`src/rtl/soc_map_responder_pkg.sv`:
```
`default_nettype none
// ----------------------------------------------------------------------------
// soc_map_responder_pkg: SoC slave map, register offsets and FSM state types
// Revision 1.0
// ----------------------------------------------------------------------------
package soc_map_responder_pkg;

  localparam int unsigned NB_PERIPHERALS = 10;

  typedef enum logic [3:0] {
    DRAM     = 4'd0,
    GPIO     = 4'd1,
    Ethernet = 4'd2,
    SPI      = 4'd3,
    Timer    = 4'd4,
    UART     = 4'd5,
    PLIC     = 4'd6,
    CLINT    = 4'd7,
    ROM      = 4'd8,
    Debug    = 4'd9
  } axi_slaves_t;

  typedef enum logic [63:0] {
    DebugBase    = 64'h0000_0000,
    ROMBase      = 64'h0001_0000,
    CLINTBase    = 64'h0200_0000,
    PLICBase     = 64'h0C00_0000,
    UARTBase     = 64'h1000_0000,
    TimerBase    = 64'h1800_0000,
    SPIBase      = 64'h2000_0000,
    EthernetBase = 64'h3000_0000,
    GPIOBase     = 64'h4000_0000,
    DRAMBase     = 64'h8000_0000
  } soc_bus_start_t;

  localparam logic [63:0] DebugLength    = 64'h0000_1000;
  localparam logic [63:0] ROMLength      = 64'h0001_0000;
  localparam logic [63:0] CLINTLength    = 64'h000C_0000;
  localparam logic [63:0] PLICLength     = 64'h03FF_FFFF;
  localparam logic [63:0] UARTLength     = 64'h0000_1000;
  localparam logic [63:0] TimerLength    = 64'h0000_1000;
  localparam logic [63:0] SPILength      = 64'h0080_0000;
  localparam logic [63:0] EthernetLength = 64'h0001_0000;
  localparam logic [63:0] GPIOLength     = 64'h0000_1000;
  localparam logic [63:0] DRAMLength     = 64'h4000_0000;

  localparam logic [63:0] OFFS_NB_PERIPH  = 64'h000;
  localparam logic [63:0] OFFS_WR_COUNT   = 64'h008;
  localparam logic [63:0] OFFS_SLAVE_BASE = 64'h100;
  localparam logic [63:0] OFFS_SLAVE_END  = OFFS_SLAVE_BASE + 64'(16 * NB_PERIPHERALS);

  localparam logic [1:0] RESP_OKAY   = 2'b00;
  localparam logic [1:0] RESP_SLVERR = 2'b10;

  typedef enum logic [0:0] {
    R_IDLE = 1'b0,
    R_RESP = 1'b1
  } r_state_e;

  typedef enum logic [1:0] {
    W_IDLE   = 2'd0,
    W_GOT_AW = 2'd1,
    W_GOT_W  = 2'd2,
    W_RESP   = 2'd3
  } w_state_e;

  function automatic logic [63:0] slave_base(input logic [3:0] idx);
    logic [63:0] v;
    v = '0;
    case (idx)
      DRAM:     v = DRAMBase;
      GPIO:     v = GPIOBase;
      Ethernet: v = EthernetBase;
      SPI:      v = SPIBase;
      Timer:    v = TimerBase;
      UART:     v = UARTBase;
      PLIC:     v = PLICBase;
      CLINT:    v = CLINTBase;
      ROM:      v = ROMBase;
      Debug:    v = DebugBase;
      default:  v = '0;
    endcase
    return v;
  endfunction

  function automatic logic [63:0] slave_length(input logic [3:0] idx);
    logic [63:0] v;
    v = '0;
    case (idx)
      DRAM:     v = DRAMLength;
      GPIO:     v = GPIOLength;
      Ethernet: v = EthernetLength;
      SPI:      v = SPILength;
      Timer:    v = TimerLength;
      UART:     v = UARTLength;
      PLIC:     v = PLICLength;
      CLINT:    v = CLINTLength;
      ROM:      v = ROMLength;
      Debug:    v = DebugLength;
      default:  v = '0;
    endcase
    return v;
  endfunction

endpackage
`default_nettype wire

```
`src/rtl/soc_map_responder_if.sv`:
```
`default_nettype none
// ----------------------------------------------------------------------------
// soc_map_responder_if: AXI4-Lite channel bundle, named from the responder side
// Revision 1.0
// ----------------------------------------------------------------------------
interface soc_map_responder_if #(
  parameter int unsigned AddrWidth = 64
) ();
  logic                 aw_valid_i;
  logic                 aw_ready_o;
  logic [AddrWidth-1:0] aw_addr_i;
  logic                 w_valid_i;
  logic                 w_ready_o;
  logic [63:0]          w_data_i;
  logic [7:0]           w_strb_i;
  logic                 b_valid_o;
  logic                 b_ready_i;
  logic [1:0]           b_resp_o;
  logic                 ar_valid_i;
  logic                 ar_ready_o;
  logic [AddrWidth-1:0] ar_addr_i;
  logic                 r_valid_o;
  logic                 r_ready_i;
  logic [63:0]          r_data_o;
  logic [1:0]           r_resp_o;

  modport slave (
    input  aw_valid_i, aw_addr_i, w_valid_i, w_data_i, w_strb_i, b_ready_i,
           ar_valid_i, ar_addr_i, r_ready_i,
    output aw_ready_o, w_ready_o, b_valid_o, b_resp_o, ar_ready_o,
           r_valid_o, r_data_o, r_resp_o
  );

  modport master (
    output aw_valid_i, aw_addr_i, w_valid_i, w_data_i, w_strb_i, b_ready_i,
           ar_valid_i, ar_addr_i, r_ready_i,
    input  aw_ready_o, w_ready_o, b_valid_o, b_resp_o, ar_ready_o,
           r_valid_o, r_data_o, r_resp_o
  );
endinterface
`default_nettype wire

```
`src/rtl/soc_map_responder_lut.sv`:
```
`default_nettype none
// ----------------------------------------------------------------------------
// soc_map_lut: combinational offset -> {data, resp} lookup of the SoC map
// Revision 1.0
// ----------------------------------------------------------------------------
module soc_map_lut
  import soc_map_responder_pkg::*;
#(
  parameter int unsigned AddrWidth  = 64,
  parameter logic [63:0] WindowSize = 64'h1000
) (
  input  logic [AddrWidth-1:0] i_addr,
  input  logic [31:0]          i_wr_count,
  output logic [63:0]          o_data,
  output logic [1:0]           o_resp
);

  logic [63:0] w_off;
  logic [3:0]  w_idx;

  always_comb begin
    w_off  = 64'(i_addr) & (WindowSize - 64'd1);
    w_idx  = 4'((w_off - OFFS_SLAVE_BASE) >> 4);
    o_data = '0;
    o_resp = RESP_SLVERR;
    if (w_off[2:0] == 3'b000) begin
      if (w_off == OFFS_NB_PERIPH) begin
        o_data = 64'(NB_PERIPHERALS);
        o_resp = RESP_OKAY;
      end else if (w_off == OFFS_WR_COUNT) begin
        o_data = {32'd0, i_wr_count};
        o_resp = RESP_OKAY;
      end else if (w_off >= OFFS_SLAVE_BASE && w_off < OFFS_SLAVE_END) begin
        // Each slave owns a 16-byte slot: base at +0, length at +8.
        o_data = w_off[3] ? slave_length(w_idx) : slave_base(w_idx);
        o_resp = RESP_OKAY;
      end
    end
  end

endmodule
`default_nettype wire

```
`src/rtl/soc_map_responder.sv`:
```
`default_nettype none
// ----------------------------------------------------------------------------
// soc_map_responder: read-only AXI4-Lite view of the SoC map; writes get SLVERR
// Revision 1.0
// ----------------------------------------------------------------------------
module soc_map_responder
  import soc_map_responder_pkg::*;
#(
  parameter int unsigned AddrWidth  = 64,
  parameter int unsigned DataWidth  = 64,  // only 64 is supported
  parameter logic [63:0] WindowSize = 64'h1000
) (
  input  logic               clk_i,
  input  logic               rst_i,
  soc_map_responder_if.slave bus
);

  r_state_e             r_rstate;
  r_state_e             w_rnext;
  w_state_e             r_wstate;
  w_state_e             w_wnext;
  logic [31:0]          r_wr_count;
  logic [DataWidth-1:0] r_rdata;
  logic [1:0]           r_rresp;
  logic [63:0]          w_lut_data;
  logic [1:0]           w_lut_resp;
  logic                 w_ar_hs;
  logic                 w_aw_hs;
  logic                 w_w_hs;
  logic                 w_wr_inc;
  logic                 w_unused;

  assign w_unused = ^{bus.aw_addr_i, bus.w_data_i, bus.w_strb_i};

  soc_map_lut #(
    .AddrWidth  (AddrWidth),
    .WindowSize (WindowSize)
  ) u_lut (
    .i_addr     (bus.ar_addr_i),
    .i_wr_count (r_wr_count),
    .o_data     (w_lut_data),
    .o_resp     (w_lut_resp)
  );

  always_ff @(posedge clk_i) begin
    if (rst_i) begin
      r_rstate <= R_IDLE;
      r_rdata  <= '0;
      r_rresp  <= RESP_OKAY;
    end else begin
      r_rstate <= w_rnext;
      if (w_ar_hs) begin
        r_rdata <= w_lut_data;
        r_rresp <= w_lut_resp;
      end
    end
  end

  always_comb begin
    w_rnext        = r_rstate;
    w_ar_hs        = 1'b0;
    bus.ar_ready_o = 1'b0;
    bus.r_valid_o  = 1'b0;
    case (r_rstate)
      R_IDLE: begin
        bus.ar_ready_o = !rst_i;
        w_ar_hs        = bus.ar_valid_i && !rst_i;
        if (w_ar_hs) w_rnext = R_RESP;
      end
      R_RESP: begin
        bus.r_valid_o = !rst_i;
        if (bus.r_ready_i) w_rnext = R_IDLE;
      end
      default: w_rnext = R_IDLE;
    endcase
  end

  assign bus.r_data_o = r_rdata;
  assign bus.r_resp_o = r_rresp;

  always_ff @(posedge clk_i) begin
    if (rst_i) begin
      r_wstate   <= W_IDLE;
      r_wr_count <= '0;
    end else begin
      r_wstate <= w_wnext;
      if (w_wr_inc && (r_wr_count != 32'hFFFF_FFFF)) r_wr_count <= r_wr_count + 32'd1;
    end
  end

  always_comb begin
    w_wnext        = r_wstate;
    w_aw_hs        = 1'b0;
    w_w_hs         = 1'b0;
    bus.aw_ready_o = 1'b0;
    bus.w_ready_o  = 1'b0;
    bus.b_valid_o  = 1'b0;
    bus.b_resp_o   = RESP_OKAY;
    case (r_wstate)
      W_IDLE: begin
        bus.aw_ready_o = !rst_i;
        bus.w_ready_o  = !rst_i;
        w_aw_hs        = bus.aw_valid_i && !rst_i;
        w_w_hs         = bus.w_valid_i && !rst_i;
        if (w_aw_hs && w_w_hs) w_wnext = W_RESP;
        else if (w_aw_hs)      w_wnext = W_GOT_AW;
        else if (w_w_hs)       w_wnext = W_GOT_W;
      end
      W_GOT_AW: begin
        bus.w_ready_o = !rst_i;
        w_w_hs        = bus.w_valid_i && !rst_i;
        if (w_w_hs) w_wnext = W_RESP;
      end
      W_GOT_W: begin
        bus.aw_ready_o = !rst_i;
        w_aw_hs        = bus.aw_valid_i && !rst_i;
        if (w_aw_hs) w_wnext = W_RESP;
      end
      W_RESP: begin
        bus.b_valid_o = !rst_i;
        bus.b_resp_o  = rst_i ? RESP_OKAY : RESP_SLVERR;
        if (bus.b_ready_i) w_wnext = W_IDLE;
      end
      default: w_wnext = W_IDLE;
    endcase
  end

  // Count write attempts when a response is first raised, not while it waits.
  assign w_wr_inc = (r_wstate != W_RESP) && (w_wnext == W_RESP);

endmodule
`default_nettype wire

```
`src/flat_wrapper.sv`:
```
// flat-port wrapper written by rule: the top's interface ports become plain ports
module soc_map_responder_flat import soc_map_responder_pkg::*;
#(
  parameter int unsigned AddrWidth  = 64,
  parameter int unsigned DataWidth  = 64,                         
  parameter logic [63:0] WindowSize = 64'h1000
)
  (clk_i, rst_i, bus_aw_valid_i, bus_aw_addr_i, bus_w_valid_i, bus_w_data_i, bus_w_strb_i, bus_b_ready_i, bus_ar_valid_i, bus_ar_addr_i, bus_r_ready_i, bus_aw_ready_o, bus_w_ready_o, bus_b_valid_o, bus_b_resp_o, bus_ar_ready_o, bus_r_valid_o, bus_r_data_o, bus_r_resp_o);
  soc_map_responder_if #(.AddrWidth(AddrWidth)) bus_i ();
  input  logic clk_i;
  input  logic rst_i;
  input wire logic [$bits(bus_i.aw_valid_i)-1:0] bus_aw_valid_i;
  input wire logic [$bits(bus_i.aw_addr_i)-1:0] bus_aw_addr_i;
  input wire logic [$bits(bus_i.w_valid_i)-1:0] bus_w_valid_i;
  input wire logic [$bits(bus_i.w_data_i)-1:0] bus_w_data_i;
  input wire logic [$bits(bus_i.w_strb_i)-1:0] bus_w_strb_i;
  input wire logic [$bits(bus_i.b_ready_i)-1:0] bus_b_ready_i;
  input wire logic [$bits(bus_i.ar_valid_i)-1:0] bus_ar_valid_i;
  input wire logic [$bits(bus_i.ar_addr_i)-1:0] bus_ar_addr_i;
  input wire logic [$bits(bus_i.r_ready_i)-1:0] bus_r_ready_i;
  output wire logic [$bits(bus_i.aw_ready_o)-1:0] bus_aw_ready_o;
  output wire logic [$bits(bus_i.w_ready_o)-1:0] bus_w_ready_o;
  output wire logic [$bits(bus_i.b_valid_o)-1:0] bus_b_valid_o;
  output wire logic [$bits(bus_i.b_resp_o)-1:0] bus_b_resp_o;
  output wire logic [$bits(bus_i.ar_ready_o)-1:0] bus_ar_ready_o;
  output wire logic [$bits(bus_i.r_valid_o)-1:0] bus_r_valid_o;
  output wire logic [$bits(bus_i.r_data_o)-1:0] bus_r_data_o;
  output wire logic [$bits(bus_i.r_resp_o)-1:0] bus_r_resp_o;
  assign bus_i.aw_valid_i = bus_aw_valid_i;
  assign bus_i.aw_addr_i = bus_aw_addr_i;
  assign bus_i.w_valid_i = bus_w_valid_i;
  assign bus_i.w_data_i = bus_w_data_i;
  assign bus_i.w_strb_i = bus_w_strb_i;
  assign bus_i.b_ready_i = bus_b_ready_i;
  assign bus_i.ar_valid_i = bus_ar_valid_i;
  assign bus_i.ar_addr_i = bus_ar_addr_i;
  assign bus_i.r_ready_i = bus_r_ready_i;
  assign bus_aw_ready_o = bus_i.aw_ready_o;
  assign bus_w_ready_o = bus_i.w_ready_o;
  assign bus_b_valid_o = bus_i.b_valid_o;
  assign bus_b_resp_o = bus_i.b_resp_o;
  assign bus_ar_ready_o = bus_i.ar_ready_o;
  assign bus_r_valid_o = bus_i.r_valid_o;
  assign bus_r_data_o = bus_i.r_data_o;
  assign bus_r_resp_o = bus_i.r_resp_o;
  soc_map_responder #(.AddrWidth(AddrWidth), .DataWidth(DataWidth), .WindowSize(WindowSize)) u_core (.clk_i(clk_i), .rst_i(rst_i), .bus(bus_i));
endmodule
```
`config.mk`:
```
export PLATFORM = sky130hd
export DESIGN_NAME = soc_map_responder_flat
export DESIGN_NICKNAME = d
export VERILOG_FILES = /design/src/rtl/soc_map_responder_pkg.sv /design/src/rtl/soc_map_responder_if.sv /design/src/rtl/soc_map_responder_lut.sv /design/src/rtl/soc_map_responder.sv /design/src/flat_wrapper.sv
export SDC_FILE = /design/constraint.sdc
export NUM_CORES = 1
export LEC_CHECK = 0
export ABC_AREA = 0
export CAP_MARGIN = 20
export CORE_AREA = 2 2 109 111
export DETAILED_ROUTE_END_ITERATION = 10
export DIE_AREA = 0 0 111 113
export PLACE_DENSITY = 0.76
export SLEW_MARGIN = 20
export SYNTH_ARGS = -nofsm -noshare
export SYNTH_HDL_FRONTEND = slang
export SYNTH_SLANG_ARGS = --single-unit
```
`constraint.sdc`:
```
create_clock -name clk_i -period 6.3 [get_ports clk_i]
set_input_delay 1.89 -clock clk_i [delete_from_list [all_inputs] [get_ports clk_i]]
set_output_delay 1.89 -clock clk_i [all_outputs]
set_load 0.01 [all_outputs]
```
======== Word level (Yosys, flattened, before mapping) ========
Memory sizes are Yosys's and may differ from the RTL's.
Index checks and enable logic that the tools add are counted.
cells by class
  add/sub/neg operators ................... 2
  $lt $le $gt $ge ......................... 2
  eq/ne operators ......................... 7
  muxes and demuxes ....................... 27
  bitwise logic cells ..................... 1
  reductions and logical operators ........ 13
operator list
  kind                                                                     number
  64-bit 2-to-1 mux                                                        5
  64-bit logical NOT                                                       1
  32-bit by 1-bit adder with 32-bit output (second input constant)         1
  32-bit != test (second input constant)                                   1
  2-bit 2-to-1 mux                                                         12
  12-bit by 4-bit equality test with 1-bit output (second input constant)  1
  12-bit by 9-bit >= comparator with 1-bit output (second input constant)  1
  12-bit by 9-bit < comparator with 1-bit output (second input constant)   1
  1-bit 2-to-1 mux                                                         8
  2-bit case mux with 4 select lines                                       1
  8-bit by 1-bit subtractor with 8-bit output (second input constant)      1
  1-bit logical AND                                                        7
  2-bit equality test (second input constant)                              3
  2-bit OR reduction                                                       2
  3-bit logical NOT                                                        1
  2-bit by 1-bit equality test with 1-bit output (second input constant)   1
  2-bit logical NOT                                                        1
  2-bit != test (second input constant)                                    1
  1-bit case mux with 2 select lines                                       1
  1-bit logical NOT                                                        1
  1-bit NOT                                                                1
storage, ports and cells
  register bits ........................... 101
  memory bits (read-only) ................. 560
  bits of input ports ..................... 207
  output and inout bits ................... 73
  memories ................................ 2
memory list
  memory            depth  width  read ports  clocked after Yosys merged registers in  wr ports  line                         RTL
  (name not given)  16     27     1           0                                        0         soc_map_responder_pkg.sv:89  case (idx)
  (name not given)  16     8      1           0                                        0         soc_map_responder_pkg.sv:70  case (idx)

======== Longest topological paths before layout ========
Gate-level depths: netlist of the first run.
  word-level depth ........................ 9
  depth in mapped cells ................... 8
  depth with buffers taken out ............ 6

======== Hierarchy ========
A second synthesis of the first run with hierarchy kept.
second synthesis, totals
  cell total of the unflattened synthesis .. 655
  area, all modules ....................... 5197.5 um2
modules (own cells, without submodules)
  module             instances  cells each  area an instance (um2)  sequential area each (um2)
  soc_map_responder  1          502         4196.5                  2021.9
  soc_map_lut        1          153         1001.0                  0.0

======== Worst setup path before layout of the first run ========
Ideal clock, no wire load.
  path kind ............................... in2out
  from .................................... input rst_i
  to ...................................... output bus_b_resp_o[1]
  arrival ................................. 2862 ps
  data required time ...................... 4410 ps
  path slack .............................. 1548 ps
  cell stages on the path ................. 5
  buffers on the path ..................... 4
  path through ............................ buf_2 -> clkbuf_1 -> clkbuf_1 -> nor2_1 -> buf_4
on the way
  cells in the longest elaborated chain, start to end .. 2
RTL lines
  item                line                      RTL
  start: declaration  flat_wrapper.sv:11        input logic rst_i;
  2-bit 2-to-1 mux    soc_map_responder.sv:121  bus.b_resp_o = rst_i ? RESP_OKAY : RESP_SLVERR;
  2-bit 2-to-1 mux    soc_map_responder.sv:99   case (r_wstate)
  end: declaration    flat_wrapper.sv:24        output wire logic [$bits(bus_i.b_resp_o)-1:0] bus_b_resp_o;
No other way between the ends.

======== Worst setup path after layout of the first run ========
  from .................................... input rst_i
  to ...................................... output bus_ar_ready_o
on the way
  cells in the longest elaborated chain, start to end .. 2
RTL lines
  item               line                     RTL
  1-bit logical NOT  soc_map_responder.sv:66  bus.ar_ready_o = !rst_i;
  1-bit 2-to-1 mux   soc_map_responder.sv:64  case (r_rstate)
  end: declaration   flat_wrapper.sv:25       output wire logic [$bits(bus_i.ar_ready_o)-1:0] bus_ar_ready_o;
No other way between the ends.

==> results.py, run 1 <==
metrics = {
    "synth": {
        "ys_warn_count": 0,
        "count_of_flip_flops_with_a_built_in_enable_after_synthesis": 0,
        "synth_cell_type_count": 58,
        "synthesis.area_sq_um": 3635,
        "synthesized_flop_and_latch_total": 68,
        "synth_largest_type_area_fraction_pct": 37.45,
        "synth_area_leader": "dfxtp_1",
        "syn-mean-instance-area_sq_um": 8.433,
        "netlist_instances": 431,
        "ys_dominant_reg_cell": "dfxtp_1",
        "ys_top_cells_by_area": "dfxtp_1, buf_4, a21oi_1",
        "async_flop_share_pct": 0,
        "seq_area_frac_synth_pct": 37.45,
    },
    "timing": {
        "tightest_slew_ns": 0.7954,
        "grt_setup_unrepaired": "false",
        "finalSetupTns_ns": 0,
        "clock-skew-final_ns": 0.005894,
        "whs_ns": 0.4586,
        "period_share_pct": 78.48,
        "report.final.setup_viol": 0,
        "worst_slack_ns": 1.356,
        "max_slew_margin_pct": 46.82,
        "max_clock_freq_mhz": 202.3,
        "fin_crit_ns": 4.944,
        "hold_violations_final": 0,
        "final-max-slew-violation-count": 0,
    },
    "grt": {
        "grt_start_max_net_pins": 42,
        "grt-ovfl-total": 0,
        "groute.usage.overall_pct": 13.72,
        "grt_pass1_vias": 2942,
        "grt_antenna_before_repair": 0,
        "grt_first_pass_wirelength_mm": 14.26,
    },
    "pwr": {
        "worst_ir_drop_on_vdd_mv": 0.1446,
        "static-leakage-power_nw": 1.488,
        "power_density_nw_per_um2": 241.6,
    },
    "place": {
        "placed_cells_incl_taps": 604,
        "post_placement_setup_slack_ns": 1.367,
        "weighted_congestion_at_the_end_of_routability_driven_global_placement": 0.8823,
        "detailed_place_hpwl_mm": 6.210,
        "place.port_buffers": 57,
    },
    "routing": {
        "drt_iter0_markers": 147,
        "vias": 3287,
        "drt-pass1-iter-count": 4,
        "antenna_violating_nets_post_route": 0,
        "wl_mm": 8.993,
        "post_drt_via_cell_ratio": 5.302,
        "drcViolationCount": 0,
        "detail_route.wl_per_cell_um": 14.50,
    },
    "setup_path": {
        "worst_setup_path_end_kind": "output pin",
        "path_depth": 3,
        "worst_r2r_path_depth": 6,
        "worst-path-max-fanout": 24,
        "slowest_delay_ns": 0.60,
        "worst-endpoint-required_ns": 4.41,
        "crit_family": "buffers and inverters",
        "crit_path_cell_trace": "buf_2 > nor2_1 > clkdlybuf4s50_1",
        "critical_path_class": "input pin to output pin",
        "crit_path_start_kind": "input pin",
        "critical_path_arrival_ns": 3.05,
        "cp.buffers_inverters": 2,
        "timing.critical_path.slowest_stage_cell": "clkdlybuf4s50_1",
    },
    "cts": {
        "tritoncts.num_buffers": 9,
        "cts_tree": "built",
        "cts_hold_buf": 0,
        "cts_root_buffer": "clkbuf_16",
        "cts_post_setup_buffers_inserted": 0,
        "max-clock-path-buffers": 2,
        "deepest_level_of_the_cts_h_tree": 3,
        "cts_resized": 0,
        "clk_pin_slew_worst_paths_ns": 0.06,
        "cts.sink_count": 68,
        "clock_latency_ns": 0.33,
    },
    "finish": {
        "antenna-diode-count": 0,
        "area_delta_synth_final_pct": 23.41,
        "post_route_cells_drive_above_1_share_pct": 9.224,
        "layout_common_cells": "dfxtp_1, clkdlybuf4s50_1, nand2_1",
        "layout.nets": 680,
        "layout_commonest_cell": "dfxtp_1",
        "finalNonFillerCells": 620,
        "fillers": 1142,
        "final_core_util_pct": 39.79,
    },
    "floorplan": {
        "dieHeight_um": 113,
        "fp.dieArea_sq_um": 12540,
        "floorplan.initialDensity_pct": 32.25,
        "core_area_sq_um": 11270,
        "die_width_um": 111,
        "row_count": 39,
        "boundaryPins": 280,
    },
    "run": {
        "drv.max_cap_violation_count": 0,
    },
    "hold_path": {
        "timing.hold.worst_path_depth": 2,
        "hold_path.class": "register to register",
    },
    "status": {
        "outcome": "complete, no violations",
    },
}
synthesized netlist by cell type (all sizes together), types with 5 or more instances:
master and instances:
inv 6, a22oi 5, nor3 7, a221oi 18
or3 8, nor2 28, o21ai 25, or4 6
clkbuf 19, xnor2 12, dfxtp 68, buf 45
o31ai 7, nor4 7, and4 5, nand2 47
a21oi 42, nand4 8, nand3 15
through the flow:
| stage | area, sq um | power [mW] |
|---|---|---|
| after CTS | 4486 | 1.093 |
| final | 4486 | 1.084 |
| after global placement | 4135 | 0.5089 |
| after global routing | 4486 | 1.118 |
| after floorplan | 3759 | 0.5009 |
| after detailed placement | 4135 | 0.5101 |
flip-flops by register name (all words and copies together) (netlist names):
name and count:
u_core.bus.r_data_o 32, u_core.bus.r_resp_o 1, u_core.r_rstate 1, u_core.r_wr_count 32
u_core.r_wstate 2
layer usage:
layer	global-route usage, %	wire length (um)	vias to the layer above
li1	-	-	1598
met1	17.85	4167	1540
met2	22.29	4091	141
met3	4.231	669	8
met4	3.500	65	0
met5	0	0	-
worst register-to-register path: stages, from the launching register on:
cell	delay, ns
dfxtp_1	0.45
ha_1	0.24
and4_1	0.33
nand4_1	0.67
a2111oi_0	0.72
xnor2_1	0.18
nor2_1	0.05
layout make-up:
| type | count | area, sq um | area share (%) |
|---|---|---|---|
| Multi-Input combinational cell | 326 | 1977 | 44.07 |
| Tap cell | 143 | 178.9 | 3.989 |
| Sequential cell | 68 | 1361 | 30.35 |
| Inverter | 6 | 22.52 | 0.5021 |
| Timing Repair Buffer | 61 | 595.6 | 13.28 |
| Clock buffer | 10 | 239.0 | 5.328 |
| Clock inverter | 6 | 111.4 | 2.483 |
cells by family after synthesis:
| kind of cell | share of synthesized area (%) |
|---|---|
| and+or+nand+nor | 24.54 |
| muxes | 0.8606 |
| adders and majority gates | 0.3442 |
| buffers and inverters | 11.57 |
| AOI/OAI and AO/OA | 21.76 |
| other | 0.1032 |
| xor gates and xnor gates | 3.374 |
| DFF | 37.45 |
power by group:
part	leakage [nW]	switching, mW	internal (mW)
registers	0.549	0.00343	0.433
clock network	0.169	0.185	0.397
logic	0.771	0.0405	0.0244
path summary, 6_finish.rpt:
kind / start / to / slack (ns)
setup / recovery: rst_i / bus_ar_ready_o / 1.36
hold / removal: u_core.bus.r_data_o[12] / u_core.bus.r_data_o[12] / 0.46
setup reg to reg: u_core.r_wr_count[0] / u_core.r_wr_count[12] / 3.53
hold reg to reg: u_core.bus.r_data_o[12] / u_core.bus.r_data_o[12] / 0.46
No activity file was read; power rests on OpenSTA's default activity.
==> run 2: changes to the inputs <==
Settings changed: CORE_AREA 2 2 109 111 to 2 2 110 112, DIE_AREA 0 0 111 113 to 0 0 112 114, PLACE_DENSITY 0.76 to 0.75.
Clock period 6.3 ns to 4.7 ns, I/O delays scaled along.
==> results.py, run 2 (synthesized netlist as in run 1, its figures left out) <==
metrics = {
    "timing": {
        "max_clock_freq_mhz": 260.5,
        "hold_violations_final": 0,
        "period_share_pct": 81.67,
        "whs_ns": 0.4490,
        "finalSetupTns_ns": 0,
        "grt_setup_unrepaired": "false",
        "clock-skew-final_ns": 0.007190,
        "max_slew_margin_pct": 47.14,
        "final-max-slew-violation-count": 0,
        "fin_crit_ns": 3.839,
        "tightest_slew_ns": 0.7906,
        "report.final.setup_viol": 0,
    },
    "cts": {
        "clk_pin_slew_worst_paths_ns": 0.05,
        "cts_hold_buf": 0,
        "cts_resized": 0,
        "cts_post_setup_buffers_inserted": 0,
        "tritoncts.num_buffers": 9,
        "max-clock-path-buffers": 2,
        "deepest_level_of_the_cts_h_tree": 3,
        "cts_root_buffer": "clkbuf_16",
        "cts_tree": "built",
        "cts.sink_count": 68,
        "clock_latency_ns": 0.33,
    },
    "pwr": {
        "power_density_nw_per_um2": 311.6,
        "design_power_mw": 1.391,
        "worst_ir_drop_on_vdd_mv": 0.1384,
        "static-leakage-power_nw": 1.484,
    },
    "routing": {
        "wl_mm": 8.932,
        "drt_iter0_markers": 161,
        "drcViolationCount": 0,
        "antenna_violating_nets_post_route": 0,
        "drt-pass1-iter-count": 4,
        "detail_route.wl_per_cell_um": 14.29,
        "post_drt_via_cell_ratio": 5.243,
        "vias": 3277,
    },
    "run": {
        "drv.max_cap_violation_count": 0,
    },
    "grt": {
        "grt_first_pass_wirelength_mm": 14.30,
        "grt_pass1_vias": 3004,
        "grt-ovfl-total": 0,
        "grt_antenna_before_repair": 0,
        "grt_start_max_net_pins": 54,
        "groute.usage.overall_pct": 13.71,
    },
    "finish": {
        "final_cell_area_sq_um": 4466,
        "multi_input_combinational_cell_area_sq_um": 1977,
        "layout_commonest_cell": "dfxtp_1",
        "antenna-diode-count": 0,
        "area_delta_synth_final_pct": 22.86,
        "layout_common_cells": "dfxtp_1, clkdlybuf4s50_1, nand2_1",
        "sequential_cell_area_sq_um": 1361,
        "post_route_cells_drive_above_1_share_pct": 9.205,
        "fillers": 1203,
        "layout.nets": 681,
    },
    "floorplan": {
        "boundaryPins": 280,
        "row_count": 40,
        "floorplan.initialDensity_pct": 31.04,
        "fp.dieArea_sq_um": 12770,
        "dieHeight_um": 114,
        "core_area_sq_um": 11710,
        "die_width_um": 112,
    },
    "place": {
        "weighted_congestion_at_the_end_of_routability_driven_global_placement": 0.8778,
        "detailed_place.area_sq_um": 4148,
        "place.port_buffers": 57,
        "detailed_place_hpwl_mm": 6.338,
    },
    "setup_path": {
        "worst-endpoint-required_ns": 3.29,
        "worst-path-max-fanout": 10,
        "crit_path_cell_trace": "buf_2 > nor2_1 > clkdlybuf4s50_1",
        "worst_setup_path_end_kind": "output pin",
        "crit_family": "buffers and inverters",
        "slowest_delay_ns": 0.59,
        "critical_path_arrival_ns": 2.43,
        "critical_path_class": "input pin to output pin",
        "timing.critical_path.slowest_stage_cell": "clkdlybuf4s50_1",
        "crit_path_start_kind": "input pin",
        "cp.buffers_inverters": 2,
    },
    "status": {
        "outcome": "complete, no violations",
    },
    "hold_path": {
        "hold_path.class": "register to register",
    },
}
[run 2: cell types whose count changed in the layout (fill, tap and decap cells not counted), sizes merged]
cell      previous run  this run
clkinv               2         3
clkinvlp             1         0
bufinv               3         2
buf                  5         6
clkbuf              10        11
[run 2: tightest hold or removal path, delay by kind of cell, from the launching register on]
| kind | cells | cell delay, ns |
|---|---|---|
| compound gates | 1 | 0.05 |
| flops | 1 | 0.32 |
| simple gates | 1 | 0.05 |
[run 2: path summary, 6_finish.rpt]
kind                     startpoint                      to  slack, ns  cells past startpoint
min          u_core.bus.r_data_o[1]  u_core.bus.r_data_o[1]       0.45                      2
max reg2reg    u_core.r_wr_count[0]   u_core.r_wr_count[12]       1.94                      6
max                           rst_i          bus_ar_ready_o       0.86                      3
min reg2reg  u_core.bus.r_data_o[1]  u_core.bus.r_data_o[1]       0.45                      2
[run 2: power by group]
part / switching, mW / internal, mW
logic: 0.0541 / 0.0327
clock network: 0.243 / 0.476
registers: 0.00461 / 0.581
[run 2: final cells by class]
| cell class | count | share of cell area, % |
|---|---|---|
| clock buffers | 11 | 5.436 |
| clock inverters | 5 | 1.681 |
| flip-flops and latches | 68 | 30.48 |
| repair buffers | 62 | 13.51 |
| multi-input cells | 326 | 44.27 |
| well taps | 147 | 4.119 |
| inverters | 6 | 0.5043 |
[run 2: stage by stage]
step                      utilization, %  setup slack, ns  cells
after global placement             35.42           0.8548    609
after CTS                          38.13           0.8349    625
after detailed placement           35.42           0.8278    609
after global routing               38.13           0.8046    625
after floorplan                        -           0.9083    464
final                              38.13           0.8614    625
[run 2: routing by layer]
layer	routed length, um	track usage, %	share of wire [%]	up-vias
li1	-	-	-	1593
met1	3954	17.59	44	1540
met2	4121	21.86	46	129
met3	711	4.570	8.0	15
met4	145	4.553	1.6	0
met5	0	0	0	-
==> run 3: changes to the inputs <==
Clock period 4.7 ns to 3.55 ns, I/O delays scaled along.
==> results.py, run 3 (synthesized netlist as in run 1, its figures left out) <==
metrics = {
    "finish": {
        "layout_commonest_cell": "dfxtp_1",
        "antenna-diode-count": 0,
        "post_route_cells_drive_above_1_share_pct": 9.959,
        "layout_common_cells": "dfxtp_1, clkdlybuf4s50_1, nand2_1",
        "area_delta_synth_final_pct": 23.30,
        "layout.nets": 685,
        "final_cell_area_sq_um": 4482,
        "fillers": 1183,
    },
    "pwr": {
        "power_density_nw_per_um2": 400.6,
        "worst_ir_drop_on_vdd_mv": 0.2113,
        "share_clk_of_total_power_pct": 50.2,
        "netSwitchingPower_mw": 0.4015,
        "power.combinational.fraction_pct": 6.6,
        "pwr-share-seq_pct": 43.2,
        "power.switching_fraction_pct": 22.36,
        "static-leakage-power_nw": 1.492,
        "cellInternalPower_mw": 1.394,
    },
    "timing": {
        "max_slew_margin_pct": 46.93,
        "finalSetupTns_ns": 0,
        "max_clock_freq_mhz": 315.8,
        "final-max-slew-violation-count": 0,
        "hold_violations_final": 0,
        "report.final.setup_viol": 0,
        "grt_setup_unrepaired": "false",
        "clock-skew-final_ns": 0.005931,
        "tightest_slew_ns": 0.7961,
        "fin_crit_ns": 3.167,
        "period_share_pct": 89.21,
    },
    "cts": {
        "deepest_level_of_the_cts_h_tree": 3,
        "cts_post_setup_buffers_inserted": 0,
        "cts_hold_buf": 0,
        "cts_resized": 0,
        "tritoncts.num_buffers": 9,
        "clk_pin_slew_worst_paths_ns": 0.05,
        "clock_latency_ns": 0.33,
        "cts_tree": "built",
        "cts_root_buffer": "clkbuf_16",
        "max-clock-path-buffers": 2,
        "cts.sink_count": 68,
    },
    "place": {
        "place.port_buffers": 57,
        "detailed_place_hpwl_mm": 6.334,
        "detailed_place.area_sq_um": 4178,
        "weighted_congestion_at_the_end_of_routability_driven_global_placement": 0.8474,
    },
    "setup_path": {
        "worst-endpoint-required_ns": 2.48,
        "worst-path-max-fanout": 10,
        "worst_setup_path_end_kind": "output pin",
        "critical_path_class": "input pin to output pin",
        "r2r-end": "u_core.r_wr_count[19]",
        "r2r_slack_ns": 1.22,
        "critPathLaunch": "rst_i",
        "worst_r2r_path_depth": 5,
        "reg2reg_from": "u_core.r_wr_count[21]",
        "crit_path_start_kind": "input pin",
        "critical_path_arrival_ns": 2.10,
    },
    "grt": {
        "grt_first_pass_wirelength_mm": 14.57,
        "groute.usage.overall_pct": 13.88,
        "grt_antenna_before_repair": 0,
        "grt-ovfl-total": 0,
        "grt_start_max_net_pins": 54,
        "grt_pass1_vias": 3094,
    },
    "floorplan": {
        "fp.dieArea_sq_um": 12770,
        "floorplan.initialDensity_pct": 31.04,
        "die_width_um": 112,
        "boundaryPins": 280,
        "row_count": 40,
        "core_area_sq_um": 11710,
        "dieHeight_um": 114,
    },
    "routing": {
        "drcViolationCount": 0,
        "wl_mm": 8.857,
        "antenna_violating_nets_post_route": 0,
        "route.met2.wl_mm": 3.990,
        "met1_length_mm": 3.937,
        "post_drt_via_cell_ratio": 5.235,
        "detail_route.wl_per_cell_um": 14.08,
        "topRoutingLayerUsed": "met4",
        "route.met3.wl_um": 756,
        "vias": 3293,
        "drt_iter0_markers": 201,
        "drt-pass1-iter-count": 4,
    },
    "hold_path": {
        "timing.hold.worst_path_depth": 2,
        "hold_path.class": "register to register",
        "hold_end": "u_core.bus.r_data_o[28]",
        "timing.hold.worst.start": "u_core.bus.r_data_o[28]",
    },
    "run": {
        "drv.max_cap_violation_count": 0,
    },
    "status": {
        "outcome": "complete, no violations",
    },
}
==> run 3: cell types whose count changed in the layout (fill, tap and decap cells not counted) <==
cell | before | now
buf_4 | 5 | 9
bufinv_16 | 2 | 1
clkinv_2 | 3 | 2
clkbuf_8 | 1 | 2
clkinvlp_4 | 0 | 1
==> run 3: layout make-up <==
| class | count | area (sq um) | share of cell area (%) |
|---|---|---|---|
| clock inverter | 4 | 47.55 | 1.061 |
| multi-input combinational | 326 | 1977 | 44.11 |
| tap | 147 | 183.9 | 4.104 |
| clock buffer | 12 | 256.5 | 5.723 |
| sequential | 68 | 1361 | 30.37 |
| inverter | 6 | 22.52 | 0.5025 |
| timing repair buffer | 66 | 633.1 | 14.13 |
==> run 3: power groups by stage <==
stage | Sequential [mW] | Clock (mW) | Combinational, mW
floorplan | 0.790 | 0 | 0.0987
finish | 0.775 | 0.902 | 0.118
global route | 0.776 | 0.956 | 0.128
detailed placement | 0.791 | 0 | 0.116
global placement | 0.791 | 0 | 0.115
CTS | 0.775 | 0.915 | 0.117
==> run 3: per-stage QoR <==
stage               hold slack, ns  utilization (%)  total power [mW]  cells  worst slack [ns]
floorplan                   0.4640                -            0.8890    464            0.4483
global placement            0.4401            35.67            0.9058    613            0.3874
detailed placement          0.4534            35.67            0.9075    613            0.3521
CTS                         0.4659            38.27             1.808    629            0.3989
global route                0.4963            38.27             1.860    629            0.3564
finish                      0.4594            38.27             1.795    629            0.3830
==> run 3: worst max path at each step <==
| stage | to | slack (ns) |
|---|---|---|
| final | bus_ar_ready_o | 0.38 |
| after global routing | bus_ar_ready_o | 0.36 |
| after CTS | bus_ar_ready_o | 0.40 |
| after detailed placement | u_core.bus.r_data_o[24] | 0.35 |
| after global placement | bus_ar_ready_o | 0.39 |
| after floorplan | bus_b_resp_o[1] | 0.45 |
==> run 3: per-layer routing <==
| layer | global-route usage [%] | up-vias |
|---|---|---|
| li1 | - | 1608 |
| met1 | 16.96 | 1543 |
| met2 | 22.63 | 129 |
| met3 | 5.739 | 13 |
| met4 | 3.984 | 0 |
| met5 | 0 | - |
==> run 3: worst max-delay path, cell delays in order <==
cell	delay [ns]
buf_2	0.17
nor2_1	0.27
clkdlybuf4s50_1	0.59
